$ cat src/rtl/fifo_drain.sv
// fifo_drain: read-side controller for a synchronous FIFO.
// Issues pops, absorbs the FIFO's one-cycle read latency in a 2-entry skid
// buffer, presents words over valid/ready and counts completed handshakes.
module fifo_drain #(
  parameter int DATA_WIDTH = 6,
  parameter int CNT_WIDTH  = 8
) (
  input  logic                  clk,
  input  logic                  reset,
  input  logic                  enable,
  input  logic                  fifo_empty,
  input  logic                  fifo_error,
  input  logic [DATA_WIDTH-1:0] fifo_data,
  output logic                  fifo_pop,
  output logic [DATA_WIDTH-1:0] out_data,
  output logic                  out_valid,
  input  logic                  out_ready,
  output logic [CNT_WIDTH-1:0]  words_read,
  output logic                  error_out
);

  typedef enum logic [1:0] {
    ST_IDLE  = 2'd0,
    ST_DRAIN = 2'd1,
    ST_FLUSH = 2'd2,
    ST_ERROR = 2'd3
  } state_t;

  state_t                state_q, state_d;
  logic [1:0]            occ_q, occ_d;
  logic                  inflight_q, inflight_d;
  logic [DATA_WIDTH-1:0] head_q, head_d;
  logic [DATA_WIDTH-1:0] tail_q, tail_d;
  logic [CNT_WIDTH-1:0]  words_q, words_d;

  logic       hs;
  logic       capture;
  logic [2:0] committed;

  // A word is on fifo_data whenever the previous cycle popped; ERROR discards it.
  assign capture   = inflight_q & (state_q != ST_ERROR);
  assign out_valid = (occ_q != 2'd0);
  assign hs        = out_valid & out_ready;
  assign committed = {1'b0, occ_q} + {2'b00, inflight_q};

  assign out_data   = head_q;
  assign words_read = words_q;
  assign error_out  = (state_q == ST_ERROR);
  assign words_d    = hs ? words_q + CNT_WIDTH'(1) : words_q;

  // Pop request: only while draining, and only if the skid can absorb the word
  // (a handshake this cycle frees one slot, so pops resume with out_ready).
  always_comb begin
    // NOTE: every signal driven from an always_comb gets a default first, so no latch is inferred.
    fifo_pop = 1'b0;
    if (!reset && (state_q == ST_DRAIN) && !fifo_empty &&
        (committed < 3'd2 + {2'b00, hs})) begin
      fifo_pop = 1'b1;
    end
  end

  // Next-state logic; a FIFO error outranks every other transition.
  always_comb begin
    state_d = state_q;
    case (state_q)
      ST_IDLE:  if (enable) state_d = ST_DRAIN;
      ST_DRAIN: begin
        if (fifo_error)   state_d = ST_ERROR;
        else if (!enable) state_d = ST_FLUSH;
      end
      ST_FLUSH: begin
        if (fifo_error)                           state_d = ST_ERROR;
        else if (enable)                          state_d = ST_DRAIN;
        else if ((occ_q == 2'd0) && !inflight_q) state_d = ST_IDLE;
      end
      default:  state_d = ST_ERROR;
    endcase
  end

  // Skid buffer as a 2-deep FIFO: head is the presented word, tail the next.
  always_comb begin
    occ_d      = occ_q;
    head_d     = head_q;
    tail_d     = tail_q;
    inflight_d = fifo_pop;
    case ({capture, hs})
      2'b10: begin
        if (occ_q == 2'd0)      head_d = fifo_data;
        else if (occ_q == 2'd1) tail_d = fifo_data;
        if (occ_q != 2'd2)      occ_d  = occ_q + 2'd1;
      end
      2'b01: begin
        head_d = tail_q;
        occ_d  = occ_q - 2'd1;
      end
      2'b11: begin
        if (occ_q == 2'd1) begin
          head_d = fifo_data;
        end else begin
          head_d = tail_q;
          tail_d = fifo_data;
        end
      end
      default: ;
    endcase
    if (state_d == ST_ERROR) begin
      occ_d      = 2'd0;
      inflight_d = 1'b0;
    end
  end

  // State and datapath registers with synchronous reset.
  always_ff @(posedge clk) begin
    // NOTE: sequential state uses non-blocking assignments so every register samples pre-edge values.
    if (reset) begin
      state_q    <= ST_IDLE;
      occ_q      <= 2'd0;
      inflight_q <= 1'b0;
      // NOTE: the skid words are reset too, because out_data must read 0 after reset.
      head_q     <= '0;
      tail_q     <= '0;
      words_q    <= '0;
    end else begin
      state_q    <= state_d;
      occ_q      <= occ_d;
      inflight_q <= inflight_d;
      head_q     <= head_d;
      tail_q     <= tail_d;
      words_q    <= words_d;
    end
  end

  // The pop rule must keep the skid from ever needing a third slot.
  assert property (@(posedge clk) disable iff (reset)
    !(capture && !hs && (occ_q == 2'd2)));

  // A pop is never issued against an empty FIFO.
  assert property (@(posedge clk) !(fifo_pop && fifo_empty));

endmodule

$ cat config.mk
export PLATFORM = sky130hd
export DESIGN_NAME = fifo_drain
export DESIGN_NICKNAME = d
export VERILOG_FILES = /design/src/rtl/fifo_drain.sv
export SDC_FILE = /design/constraint.sdc
export NUM_CORES = 1
export LEC_CHECK = 0
export CAP_MARGIN = 20
export CORE_AREA = 2 2 62 53
export CTS_BUF_LIST = sky130_fd_sc_hd__clkbuf_16
export DETAILED_ROUTE_END_ITERATION = 7
export DIE_AREA = 0 0 64 55
export PLACE_DENSITY = 0.83
export SLEW_MARGIN = 20
export SYNTH_ARGS = -nofsm -noshare
export SYNTH_HDL_FRONTEND = slang
export SYNTH_SLANG_ARGS = --single-unit
$ cat constraint.sdc
create_clock -name clk -period 2.04 [get_ports clk]
set_clock_uncertainty 0.05 [all_clocks]
set_input_delay 0.306 -clock clk [delete_from_list [all_inputs] [get_ports clk]]
set_output_delay 0.306 -clock clk [all_outputs]
set_load 0.05 [all_outputs]
==> out/results.ini <==
[status]
status=completed

[finish]
nNetsFinal=186
final_layout_size_suffix_gt1_frac=0.144
regArea_sq_um=503
fillers=248
syn_to_final_growth_pct=36.4
antenna_cells=0
multi_input_area_sq_um=726

[sta]
worst_slew_pin_slew_ps=524
fin_tns_setup_ps=0
slew_headroom=0.650
rsz0062_at_grt=no
final.period_utilization=0.961
fin_ws_ps=79.9
drv_slew=0
hold_viol_final=0
max_freq_mhz=510
finalCriticalPeriod_ps=1960
final-setup-viol-count=0

[yosys]
yosysTopAreaCell=dfxtp_1
synth_area_leaders=dfxtp_1, mux2i_1, nor2_1
synth-edff-count=0
synth_cells=134
seq_area_frac_synth=0.400
yosys_register_bits=25
avgSynthCellArea_sq_um=9.33
synthArstFlopShare=0
ys_types=31
synthesis.area_sq_mm=0.00125
synth_top_area_frac=0.400
ys_warn_count=0
ys.flop_type=dfxtp_1
synth_nets=152

[route]
vias=1063
drtPass1Iterations=4
routedWlPerCell_um=13.2
drt-initial-drc-count=50
avgViaCountPerCell=5.14
wirelength_um=2730
drc=0
ant_nets=0

[clocking]
clkTransAtPathRegs_ps=60
insertion_delay_ps=260
cts_tree=built
cts_setup_buffers=0
ctsHoldBuffers=0
clock-sinks=25
root_buffer=clkbuf_16
cts_max_level=1
max-clock-path-buffers=2
cts_buffers=3

[worst_setup_path]
path_depth=5
r2r_slack_ps=300
slowest_delay_ps=340
r2r_cells=6
rr_endpoint=out_data[5]
end_kind=primary output
path_cells=ha_1, ha_1, nor4b_1, and3_1, buf_12
cp_slowest_cell=dfxtp_2
start_kind=register
arrival_ps=1600
timing.rr.start=occ_q[1]
cp_max_fo=5
crit_start=occ_q[0]
path_buf_inv=1
cpLargestDelayFamily=simple AND/OR/NAND/NOR gates
required_ps=1680
path_class=reg -> out
crit_path_frequent_cell=ha_1

[grt]
grt_pass1_vias=1088
grt_max_degree=25
antenna_found_initial=0
grt_pass1_wl_um=4650
grt_overflow=0
grt_use_total=0.170

[floorplanning]
core-area_sq_mm=0.00291
initial_utilization=0.430
die_x_um=64
ios=29
core.rowCount=18
dieArea_sq_mm=0.00352
fp.dieH_um=55

[power]
peakVddDrop_mv=0.753
p_per_area_mw_per_mm2=1030
p_leak_nw=0.688

[place]
gp_congestion=0.844
dp_worst_setup_slack_ps=139
hpwl_um=2080
io_buffers=28

[worst_hold_path]
worstHoldStart=tail_q[2]
worst_hold_path_type=reg -> reg
min_to=tail_q[2]
whs_path_depth=2

[job]
drv_cap=0

-- per-stage QoR --
stage                     hold slack [ps]  instances   util  cell area, sq um  total power [mW]
after global routing                  486        207  0.587              1710              1.86
after global placement                422        203  0.555              1610              1.29
final                                 454        207  0.587              1710              1.76
after CTS                             460        207  0.586              1700              1.77
after detailed placement              445        203  0.555              1610              1.32
after floorplan                       332        134      -              1250              1.06
-- layout make-up --
class	instances	share of cell area
timing repair buffer	32	0.192
clock buffer	3	0.0440
clock inverter	1	0.00293
inverter	5	0.0110
tap	40	0.0293
multi-input combinational	101	0.426
sequential	25	0.295
-- cells in the mapped netlist (2+ instances only) --
library cell	number
a211oi_1	2
and3_1	3
ha_1	6
a21oi_1	5
a2111oi_1	3
nor3b_1	2
nand4_1	5
xnor2_1	2
clkbuf_1	2
o21ai_0	4
a2111oi_2	2
dfxtp_1	25
nor2_1	29
nand2_1	5
xor2_1	6
nor3_1	3
inv_1	5
mux2i_1	12
-- cells in the final DEF, fill, tap and decap left out, drive strengths merged --
cell type	count
a2111oi	5
a211oi	2
a21bo	1
a21boi	1
a21oi	5
a221oi	1
and2	1
and3	3
buf	7
clkbuf	3
clkdlybuf4s50	25
clkinv	1
dfxtp	25
ha	6
inv	5
mux2i	12
nand2	6
nand2b	1
nand4	5
nor2	29
nor2b	1
nor3	4
nor3b	2
nor4b	1
o21a	1
o21ai	5
or2	1
xnor2	2
xor2	6
-- worst min-delay path, stage by stage (launching register included) --
cell     delay, ps
dfxtp_1        330
mux2i_1         70
nor2_1          70
-- registers in the layout (all words and copies together), names as in the netlist --
| signal | count |
|---|---|
| inflight_q | 1 |
| occ_q | 2 |
| out_data | 6 |
| state_q | 2 |
| tail_q | 6 |
| words_read | 8 |
-- report_power, final --
group          internal, mW  total, mW  switching [mW]
combinational         0.296      0.728           0.432
sequential            0.547      0.599          0.0518
clock                 0.264      0.432           0.168
-- layer usage --
layer,up-vias,wire [um],part of all wire,GRT usage
met3,2,108,0.040,0.0385
li1,534,-,-,-
met1,502,1240,0.45,0.184
met4,0,17,0.0062,0.0326
met5,-,0,0,0
met2,25,1370,0.50,0.345
-- what timing repair did --
action,CTS,global route
gates cloned,0,0
pin swaps,0,1
gates resized for setup,3,2
endpoints found under the setup margin,1,1
-- how the worst max path moves through the flow --
stage	to	slack, ps
finish	fifo_pop	80
global route	fifo_pop	8
CTS	fifo_pop	6
detailed placement	out_data[5]	140
global placement	fifo_pop	220
floorplan	fifo_pop	110
-- logic make-up (layout without fill, tap and decap cells) --
kind of cell    count (synthesis)  after routing  synth area share
simple gates                   54             54             0.216
flops                          25             25             0.400
compound gates                 21             21             0.144
mux                            12             12            0.0961
xor+xnor                        8              8            0.0561
buf+inv                         8             41            0.0270
fa+ha+maj                       6              6            0.0601
(Power assumes the default switching activity.)
